## config.mk

```make
export PLATFORM = sky130hd
export DESIGN_NAME = i2cmb_wb_sequencer
export DESIGN_NICKNAME = d
export VERILOG_FILES = /design/src/rtl/i2cmb_seq_pkg.sv /design/src/rtl/i2cmb_wb_xfer.sv /design/src/rtl/i2cmb_wb_sequencer.sv
export SDC_FILE = /design/constraint.sdc
export NUM_CORES = 1
export LEC_CHECK = 0
export CAP_MARGIN = 25
export CORE_AREA = 2 2 71 124
export CTS_CLUSTER_SIZE = 10
export DETAILED_ROUTE_END_ITERATION = 7
export DIE_AREA = 0 0 73 126
export PLACE_DENSITY = 0.87
export SLEW_MARGIN = 40
export SYNTH_ARGS = -nofsm -noshare
export SYNTH_HDL_FRONTEND = slang
export SYNTH_SLANG_ARGS = --single-unit
export TNS_END_PERCENT = 50
```

## constraint.sdc

```tcl
create_clock -name clk_i -period 4.8 [get_ports clk_i]
set_input_delay 0.48 -clock clk_i [delete_from_list [all_inputs] [get_ports clk_i]]
set_output_delay 0.48 -clock clk_i [all_outputs]
set_load 0.02 [all_outputs]
```

## src/rtl/i2cmb_seq_pkg.sv

```systemverilog
// Shared types and constants for the I2CMB Wishbone sequencer:
// core register map, command codes, status/state encodings.
package i2cmb_seq_pkg;
    typedef enum logic [1:0] {
        REG_CSR  = 2'd0,
        REG_DPR  = 2'd1,
        REG_CMDR = 2'd2,
        REG_FSMR = 2'd3
    } wb_reg_e;

    localparam logic [7:0] CMD_WRITE    = 8'h01;
    localparam logic [7:0] CMD_READ_ACK = 8'h02;
    localparam logic [7:0] CMD_READ_NAK = 8'h03;
    localparam logic [7:0] CMD_START    = 8'h04;
    localparam logic [7:0] CMD_STOP     = 8'h05;
    localparam logic [7:0] CMD_SET_BUS  = 8'h06;
    localparam logic [7:0] CSR_ENABLE   = 8'hC0;

    typedef enum logic [1:0] {
        ST_OK       = 2'd0,
        ST_NAK      = 2'd1,
        ST_ARB_LOST = 2'd2,
        ST_ERR      = 2'd3
    } status_e;

    typedef enum logic [3:0] {
        S_IDLE, S_ENABLE, S_SET_BUS, S_START, S_ADDR,
        S_DATA, S_RDPR, S_STOP, S_DONE
    } state_e;

    localparam int BIT_DON = 7;
    localparam int BIT_NAK = 6;
    localparam int BIT_AL  = 5;
    localparam int BIT_ERR = 4;
endpackage

```

## src/rtl/i2cmb_wb_xfer.sv

```systemverilog
// Single Wishbone access: bus signals held until ack, done pulses the cycle after,
// and cyc/stb drop on ack so back-to-back accesses always see an idle cycle.
module i2cmb_wb_xfer #(
    parameter int WB_ADDR_WIDTH = 2,
    parameter int WB_DATA_WIDTH = 8
) (
    input  logic                     clk_i,
    input  logic                     rst_i,
    input  logic                     go_i,
    input  logic                     we_i,
    input  logic [WB_ADDR_WIDTH-1:0] adr_i,
    input  logic [WB_DATA_WIDTH-1:0] wdata_i,
    output logic                     busy_o,
    output logic                     done_o,
    output logic [WB_DATA_WIDTH-1:0] rdata_o,
    output logic                     cyc_o,
    output logic                     stb_o,
    output logic                     we_o,
    output logic [WB_ADDR_WIDTH-1:0] adr_o,
    output logic [WB_DATA_WIDTH-1:0] dat_o,
    input  logic [WB_DATA_WIDTH-1:0] dat_i,
    input  logic                     ack_i
);
    assign busy_o = cyc_o;

    always_ff @(posedge clk_i) begin
        done_o <= 1'b0;
        if (rst_i) begin
            cyc_o   <= 1'b0;
            stb_o   <= 1'b0;
            we_o    <= 1'b0;
            adr_o   <= '0;
            dat_o   <= '0;
            rdata_o <= '0;
        end else if (cyc_o) begin
            if (ack_i) begin
                cyc_o   <= 1'b0;
                stb_o   <= 1'b0;
                rdata_o <= dat_i;
                done_o  <= 1'b1;
            end
        end else if (go_i) begin
            cyc_o <= 1'b1;
            stb_o <= 1'b1;
            we_o  <= we_i;
            adr_o <= adr_i;
            dat_o <= wdata_i;
        end
    end
endmodule

```

## src/rtl/i2cmb_wb_sequencer.sv

```systemverilog
// Turns byte-stream I2C transaction requests into the register-level
// command sequence of an I2CMB core over a Wishbone master port.
import i2cmb_seq_pkg::*;

module i2cmb_wb_sequencer #(
    parameter int WB_ADDR_WIDTH  = 2,
    parameter int WB_DATA_WIDTH  = 8,
    parameter int I2C_ADDR_WIDTH = 7
) (
    input  logic                      clk_i,
    input  logic                      rst_i,
    input  logic                      req_valid_i,
    output logic                      req_ready_o,
    input  logic [3:0]                req_bus_i,
    input  logic [I2C_ADDR_WIDTH-1:0] req_addr_i,
    input  logic                      req_op_i,
    input  logic [5:0]                req_len_i,
    input  logic                      wdata_valid_i,
    input  logic [7:0]                wdata_i,
    output logic                      wdata_ready_o,
    output logic                      rdata_valid_o,
    output logic [7:0]                rdata_o,
    output logic                      done_o,
    output logic [1:0]                status_o,
    output logic                      cyc_o,
    output logic                      stb_o,
    output logic                      we_o,
    output logic [WB_ADDR_WIDTH-1:0]  adr_o,
    output logic [WB_DATA_WIDTH-1:0]  dat_o,
    input  logic [WB_DATA_WIDTH-1:0]  dat_i,
    input  logic                      ack_i,
    input  logic                      irq_i
);
    state_e                    r_state;
    status_e                   r_status;
    logic [2:0]                r_sub;
    logic                      r_wait, r_go, r_we;
    logic [WB_ADDR_WIDTH-1:0]  r_adr;
    logic [WB_DATA_WIDTH-1:0]  r_wdat, r_rd;
    logic                      r_en_done, r_bus_vld;
    logic [3:0]                r_bus_id, r_req_bus;
    logic [I2C_ADDR_WIDTH-1:0] r_req_addr;
    logic                      r_req_op;
    logic [5:0]                r_len, r_cnt;
    logic                      w_busy, w_done, w_stat_err;
    logic [WB_DATA_WIDTH-1:0]  w_rdata;
    logic [7:0]                w_cmd;

    i2cmb_wb_xfer #(.WB_ADDR_WIDTH(WB_ADDR_WIDTH), .WB_DATA_WIDTH(WB_DATA_WIDTH)) u_xfer (
        .clk_i(clk_i), .rst_i(rst_i), .go_i(r_go), .we_i(r_we), .adr_i(r_adr),
        .wdata_i(r_wdat), .busy_o(w_busy), .done_o(w_done), .rdata_o(w_rdata),
        .cyc_o(cyc_o), .stb_o(stb_o), .we_o(we_o), .adr_o(adr_o), .dat_o(dat_o),
        .dat_i(dat_i), .ack_i(ack_i)
    );

    assign req_ready_o = (r_state == S_IDLE);
    // A status read with no completion bit at all is treated as a core error.
    assign w_stat_err  = r_rd[BIT_ERR] | ~(r_rd[BIT_DON] | r_rd[BIT_NAK] | r_rd[BIT_AL]);

    always_comb begin
        w_cmd = 8'h00;
        case (r_state)
            S_SET_BUS: w_cmd = CMD_SET_BUS;
            S_START:   w_cmd = CMD_START;
            S_ADDR:    w_cmd = CMD_WRITE;
            S_DATA:    w_cmd = !r_req_op ? CMD_WRITE :
                               (r_cnt == r_len - 6'd1) ? CMD_READ_NAK : CMD_READ_ACK;
            S_STOP:    w_cmd = CMD_STOP;
            default:   w_cmd = 8'h00;
        endcase
    end

    task wb_issue(input logic we, input wb_reg_e adr, input logic [WB_DATA_WIDTH-1:0] dat);
        r_go   <= 1'b1;
        r_we   <= we;
        r_adr  <= WB_ADDR_WIDTH'(adr);
        r_wdat <= dat;
        r_wait <= 1'b1;
    endtask

    // Each command state walks r_sub: 0 DPR pre-write, 1 CMDR write, 2 irq wait,
    // 3 CMDR read, 4 status decision. r_wait parks the walk during an access.
    always_ff @(posedge clk_i) begin
        r_go          <= 1'b0;
        wdata_ready_o <= 1'b0;
        rdata_valid_o <= 1'b0;
        done_o        <= 1'b0;
        if (rst_i) begin
            r_state   <= S_IDLE;
            r_status  <= ST_OK;
            r_sub     <= '0;
            r_wait    <= 1'b0;
            r_we      <= 1'b0;
            r_adr     <= '0;
            r_wdat    <= '0;
            r_rd      <= '0;
            r_en_done <= 1'b0;
            r_bus_vld <= 1'b0;
            r_bus_id  <= '0;
            r_cnt     <= '0;
            rdata_o   <= '0;
            status_o  <= '0;
        end else if (r_wait) begin
            if (w_done) begin
                r_wait <= 1'b0;
                r_rd   <= w_rdata;
                r_sub  <= r_sub + 3'd1;
            end
        end else begin
            case (r_state)
                S_IDLE: if (req_valid_i) begin
                    r_req_bus  <= req_bus_i;
                    r_req_addr <= req_addr_i;
                    r_req_op   <= req_op_i;
                    r_len      <= req_len_i;
                    r_cnt      <= '0;
                    r_sub      <= '0;
                    r_status   <= ST_OK;
                    r_state    <= !r_en_done ? S_ENABLE :
                                  (r_bus_vld && r_bus_id == req_bus_i) ? S_START : S_SET_BUS;
                end
                S_ENABLE: if (r_sub == 3'd0) wb_issue(1'b1, REG_CSR, WB_DATA_WIDTH'(CSR_ENABLE));
                else begin
                    r_en_done <= 1'b1;
                    r_sub     <= '0;
                    r_state   <= (r_bus_vld && r_bus_id == r_req_bus) ? S_START : S_SET_BUS;
                end
                S_RDPR: if (r_sub == 3'd0) wb_issue(1'b0, REG_DPR, '0);
                else begin
                    rdata_valid_o <= 1'b1;
                    rdata_o       <= r_rd[7:0];
                    r_cnt         <= r_cnt + 6'd1;
                    r_sub         <= '0;
                    r_state       <= (r_cnt + 6'd1 == r_len) ? S_STOP : S_DATA;
                end
                S_DONE: begin
                    done_o   <= 1'b1;
                    status_o <= r_status;
                    r_state  <= S_IDLE;
                end
                default: case (r_sub)
                    3'd0: begin
                        if (r_state == S_SET_BUS)
                            wb_issue(1'b1, REG_DPR, WB_DATA_WIDTH'(r_req_bus));
                        else if (r_state == S_ADDR)
                            wb_issue(1'b1, REG_DPR, WB_DATA_WIDTH'({r_req_addr, r_req_op}));
                        else if (r_state == S_DATA && !r_req_op) begin
                            if (wdata_valid_i) begin
                                wdata_ready_o <= 1'b1;
                                wb_issue(1'b1, REG_DPR, WB_DATA_WIDTH'(wdata_i));
                            end
                        end else
                            r_sub <= 3'd1;
                    end
                    3'd1: wb_issue(1'b1, REG_CMDR, WB_DATA_WIDTH'(w_cmd));
                    3'd2: if (irq_i && !w_busy) r_sub <= 3'd3;
                    3'd3: wb_issue(1'b0, REG_CMDR, '0);
                    default: begin
                        r_sub <= '0;
                        if (w_stat_err) begin
                            r_status  <= ST_ERR;
                            r_bus_vld <= 1'b0;
                            r_state   <= S_DONE;
                        end else if (r_rd[BIT_AL]) begin
                            r_status  <= ST_ARB_LOST;
                            r_bus_vld <= 1'b0;
                            r_state   <= S_DONE;
                        end else if (r_rd[BIT_NAK] && r_state != S_STOP) begin
                            r_status <= ST_NAK;
                            r_state  <= S_STOP;
                        end else case (r_state)
                            S_SET_BUS: begin
                                r_bus_vld <= 1'b1;
                                r_bus_id  <= r_req_bus;
                                r_state   <= S_START;
                            end
                            S_START: r_state <= S_ADDR;
                            S_ADDR:  r_state <= (r_len == 6'd0) ? S_STOP : S_DATA;
                            S_DATA: if (r_req_op) r_state <= S_RDPR;
                            else begin
                                r_cnt   <= r_cnt + 6'd1;
                                r_state <= (r_cnt + 6'd1 == r_len) ? S_STOP : S_DATA;
                            end
                            default: r_state <= S_DONE;
                        endcase
                    end
                endcase
            endcase
        end
    end
endmodule

```

======== Word level (Yosys, flattened, before mapping) ========
Index checks and enable logic that the tools add are counted.
storage, ports and cells
  logic and storage cells ................. 222
  output and inout port bits .............. 27
  input port bits ......................... 40
  flip-flop bits (word level) ............. 95
operators by class
  reduce and logical (&&, ||, !) cells .... 43
  equality and inequality tests ........... 41
  multiplexer cells ....................... 89
  add/sub/neg operators ................... 3
  bitwise gates (word level) .............. 17
operator list
  kind                                           number
  two-way mux 6 bit                              8
  two-way mux 8 bit                              6
  one-hot mux 8 bit (3 select lines)             2
  two-way mux 2 bit                              16
  one-hot mux 4 bit (4 select lines)             2
  two-way mux 1 bit                              29
  two-way mux 4 bit                              7
  two-way mux 3 bit                              8
  AND reduction 7 bit                            3
  one-hot mux 3 bit (3 select lines)             2
  one-hot mux 6 bit (3 select lines)             1
  == test 4 x 3 -> 1 bit, second input constant  4
  != test 3 x 2 -> 1 bit, second input constant  5
  one-hot mux 3 bit (5 select lines)             1
  AND reduction 5 bit                            3
  != test 2 bit, second input constant           7
  NOT 1 bit                                      14
  == test 6 bit                                  2
  != test 4 bit, second input constant           3
  OR reduction 2 bit                             6
  AND reduction 10 bit                           1
  AND reduction 2 bit                            5
  AND reduction 9 bit                            1
  nonzero test 3 bit                             3
  35 further kinds                               54

======== Depth between registers and ports, before layout ========
  word-level depth ........................ 10
  depth in mapped cells ................... 8
  depth with buffers taken out ............ 7

======== Hierarchy ========
From an unflattened synthesis, not the netlist that was laid out.
unflattened totals
  cells, all modules ...................... 514
  area total of the unflattened synthesis .. 4764.6 um^2
modules (own cells, without submodules)
  module              cells each  area an instance (um^2)  seq. area each (um^2)  instances
  i2cmb_wb_sequencer  417         3798.6                   1641.6                 1
  i2cmb_wb_xfer       97          965.9                    440.4                  1

======== Worst setup path before layout ========
No wires, ideal clock.
  kind .................................... reg2reg
  from .................................... register r_sub[0]
  to ...................................... register r_cnt[3]
  path slack .............................. 2.594 ns
  library setup time ...................... 0.117 ns
  buffers on the path ..................... 1
  required time ........................... 4.683 ns
  period minus slack after synthesis ...... 2.206 ns
  stages on the path, launching flop included .. 9
  arrival ................................. 2.088 ns
  cell sequence ........................... dfxtp_1 -> inv_1 -> ha_1 -> or3_1 -> a221oi_2 -> a31oi_1 -> buf_2 -> a211o_1 -> a32o_1
on the way
  longest elaborated chain between the ends .. 4
  elaborated cells between the ends (all ways) .. 8
  those cells by class .................... eq/ne (5); reduce/logical (3)
ends and longest elaborated chain
  item                                                  RTL line                   text
  start, declared                                       i2cmb_wb_sequencer.sv:36   logic [2:0] r_sub;
  start signal, assigned                                i2cmb_wb_sequencer.sv:107  r_sub <= r_sub + 3'd1;
  == test 3 x 2 -> 1 bit, or another cell as far along  i2cmb_wb_sequencer.sv:141  default: case (r_sub)
  OR reduction 4 bit (no line)                          --
  != test 3 x 1 -> 1 bit (no line)                      --
  AND reduction 10 bit (no line) (*)                    --
  end signal, assigned                                  i2cmb_wb_sequencer.sv:132  r_cnt <= r_cnt + 6'd1;
  end signal, assigned                                  i2cmb_wb_sequencer.sv:181  r_cnt <= r_cnt + 6'd1;
  end, declared                                         i2cmb_wb_sequencer.sv:44   logic [5:0] r_len, r_cnt;
Mark *: on every way between the ends. The rest lies on a longest branch, timed or not.
A chain may end at the register's enable or synchronous reset.

======== Worst setup path in the final report ========
  from .................................... register r_state[3]
  to ...................................... output req_ready_o
on the way
  longest elaborated chain between the ends .. 1
ends and longest elaborated chain
  item                    RTL line                   text
  start, declared         i2cmb_wb_sequencer.sv:34   state_e r_state;
  start signal, assigned  i2cmb_wb_sequencer.sv:119  r_state <= !r_en_done ? S_ENABLE :
  start signal, assigned  i2cmb_wb_sequencer.sv:126  r_state <= (r_bus_vld && r_bus_id == r_req_bus) ? S_START : S_SET_BUS;
  start signal, assigned  i2cmb_wb_sequencer.sv:134  r_state <= (r_cnt + 6'd1 == r_len) ? S_STOP : S_DATA;
  zero test 4 bit         i2cmb_wb_sequencer.sv:56   assign req_ready_o = (r_state == S_IDLE);
  end, declared           i2cmb_wb_sequencer.sv:13   output logic req_ready_o,
No other way between the ends.

==> qor.yml <==
cts_sinks: 95
drt_iter0_markers: 323
first_global_vias: 4083
insertion_delay_ns: 0.35
htreeDepth: 3
worst_path_largest_cell_delay_ns: 0.72
skew_ns: 0.00834
worst_slew_pin_slew_ns: 0.805
firstDrtPassIters: 5
slew_violations: 0
finalSetupTns_ns: 0
place_congestion: 1.07
crit_family: "buffers and inverters"
die_x_um: 73
synth_xor_area_share_pct: 4.38
clock.fmax_ghz: 0.324
arrival_ns: 2.60
syn_area_sq_um: 4710
yosysMostFrequentCell: "dfxtp_1"
end_kind: "output port"
final_hold_viol_count: 0
postCtsSetupBuffers: 0
antenna_found_initial: 0
fin_ws_ns: 1.72
ys_async_sr_fraction_pct: 0
die_y_um: 126
layout.nets: 618
rows: 44
startpoint_type: "flop"
synthFlopType: "dfxtp_1"
ys_top_cells_by_count: "dfxtp_1 (77), nand2_1 (67), a21oi_1 (48), nor2_1 (42), mux2i_1 (21)"
path_clk_slew_ns: 0.07
dieArea_sq_um: 9200
clockRootBuffer: "clkbuf_16"
synth_area_per_cell_sq_um: 8.94
netlist-cell-type-count: 68
pre_cts_ws_ns: 1.92
total_leakage_power_nw: 1.99
synth_top_area_share_pct: 32.7
crit_chain: "or4_1, inv_1, clkdlybuf4s50_1"
finalCriticalPeriod_ns: 3.08
ir_drop_mv: 0.275
cts_resized: 0
cp_slowest_cell: "or4_1"
post-route-drc-count: 0
fin_util_pct: 69.0
yosys.area.top_type: "dfxtp_1"
power.density_nw_per_um2: 539
maxCapViolations: 0
rsz0062_at_grt: "false"
synth_edf_count: 18
synth_top_family_by_area: "simple AND/OR/NAND/NOR gates"
diodes: 0
synth_area_leaders: "dfxtp_1 (33%), edfxtp_1 (11%), nand2_1 (5.3%)"
synth-simple-area-share_pct: 21.5
grt_max_degree: 68
power_mw: 3.05
hpwl_um: 9700
start_util_pct: 57.4
setup_viol: 0
final_antenna_net_count: 0
io_buffer_count: 66
ys_ff_latch: 95
design.core.area_sq_um: 8200
post_drt_via_cell_ratio: 6.27
synth.mux.area_fraction_pct: 4.70
hold_class: "flop to flop"
syn_nets: 574
cts-buffers-inserted: 9
wl_per_cell_um: 19.2
min_period_over_period_pct: 64.3
yosysWarnings: 0
synth-compound-area-share_pct: 19.0
netlist_instances: 527
track_usage_pct: 28.6
overflow: 0
tritoncts: "built"
drive_above_1_share_pct: 6.08
cts-hold-fix-buffers: 0
wl_um: 12800
synth_seq_area_share_pct: 44.2
worst-setup-path-type: "flop to output port"
cts_max_path_buffers: 2
slew_headroom_pct: 46.4
synth_fa_ha_area_share_pct: 1.86
status: "finished clean"
required_ns: 4.32
syn_to_final_growth_pct: 20.1
via_count: 4191
crit_path_max_fanout: 21
cp_num_buf_inv: 2
io_pins: 67
grt_pass1_wl_um: 20000
-- metal layers --
metal / vias up / GRT usage [%] / share of wire (%)
met1: 1949 / 28.7 / 35
met4: 0 / 20.4 / 7.5
met5: - / 0 / 0
met2: 175 / 49.8 / 53
li1: 2003 / - / -
met3: 64 / 6.32 / 5.3
-- layout make-up --
cell class | count | area (sq um)
Clock buffer | 9 | 225
Clock inverter | 7 | 58.8
Fill cell | 671 | 2540
Inverter | 14 | 52.6
Multi-Input combinational cell | 383 | 2450
Sequential cell | 95 | 2090
Tap cell | 92 | 115
Timing Repair Buffer | 68 | 668
-- final timing paths --
| path | start | to | slack, ns | cells after the start |
|---|---|---|---|---|
| max | r_state[3] | req_ready_o | 1.72 | 3 |
| min | r_wdat[4] | u_xfer.dat_o[4] | 0.45 | 2 |
| max reg2reg | r_state[3] | r_cnt[4] | 1.96 | 6 |
| min reg2reg | r_wdat[4] | u_xfer.dat_o[4] | 0.45 | 2 |
-- logic make-up (layout without fill, tap and decap cells) --
logic type,count (synthesis),after routing
AOI/OAI and AO/OA,134,134
and+or+nand+nor,198,198
buffers and inverters,49,98
adders and majority gates,7,7
xor gates and xnor gates,22,22
DFF,95,95
muxes,22,22
-- worst min-delay path: cells and delay by family, from the launching register on --
kind / cells / cell delay [ns]
AO/OA/AOI/OAI: 1 / 0.05
flip-flops: 1 / 0.31
AND/OR/NAND/NOR: 1 / 0.05
-- flip-flops by register name (all words and copies together), names as in the netlist, 2 cells and up --
signal and flops:
r_rd 8, r_wdat 8, rdata_o 8, u_xfer.dat_o 8, u_xfer.rdata_o 8, r_req_addr 7, r_cnt 6, r_len 6
r_bus_id 4, r_req_bus 4, r_state 4, r_sub 3, r_adr 2, r_status 2, status_o 2, u_xfer.adr_o 2
-- power breakdown --
part           total [mW]  switching, mW  internal (mW)  leakage (nW)
registers            1.11          0.177          0.934         0.789
clock network       0.687          0.325          0.361         0.139
logic                1.25          0.787          0.464          1.06
total                3.05           1.29           1.76          1.99
-- through the flow --
step | cells | instance area [sq um] | hold slack, ns
after floorplan | 527 | 4710 | 0.428
after global placement | 651 | 5340 | 0.438
after detailed placement | 652 | 5360 | 0.447
after CTS | 668 | 5640 | 0.456
after global routing | 668 | 5660 | 0.469
final | 668 | 5660 | 0.454
-- cells in the final DEF (no fill, tap or decap), types with 5 or more instances in the layout --
cell type and n:
edfxtp_1 18, xnor2_1 9, nor3_1 18, nor2_1 42, nand2b_1 10, mux2i_1 21
inv_1 14, dfxtp_1 74, o211ai_1 7, or4_1 5, or3_1 7, xor2_1 12
nand3_1 11, a31oi_1 6, clkdlybuf4s50_1 65, nand2_1 67, a311oi_1 6, a21oi_1 48
ha_1 7, a211oi_1 6, o21ai_0 14, clkbuf_16 9
No activity file was read; power rests on OpenSTA's default activity.
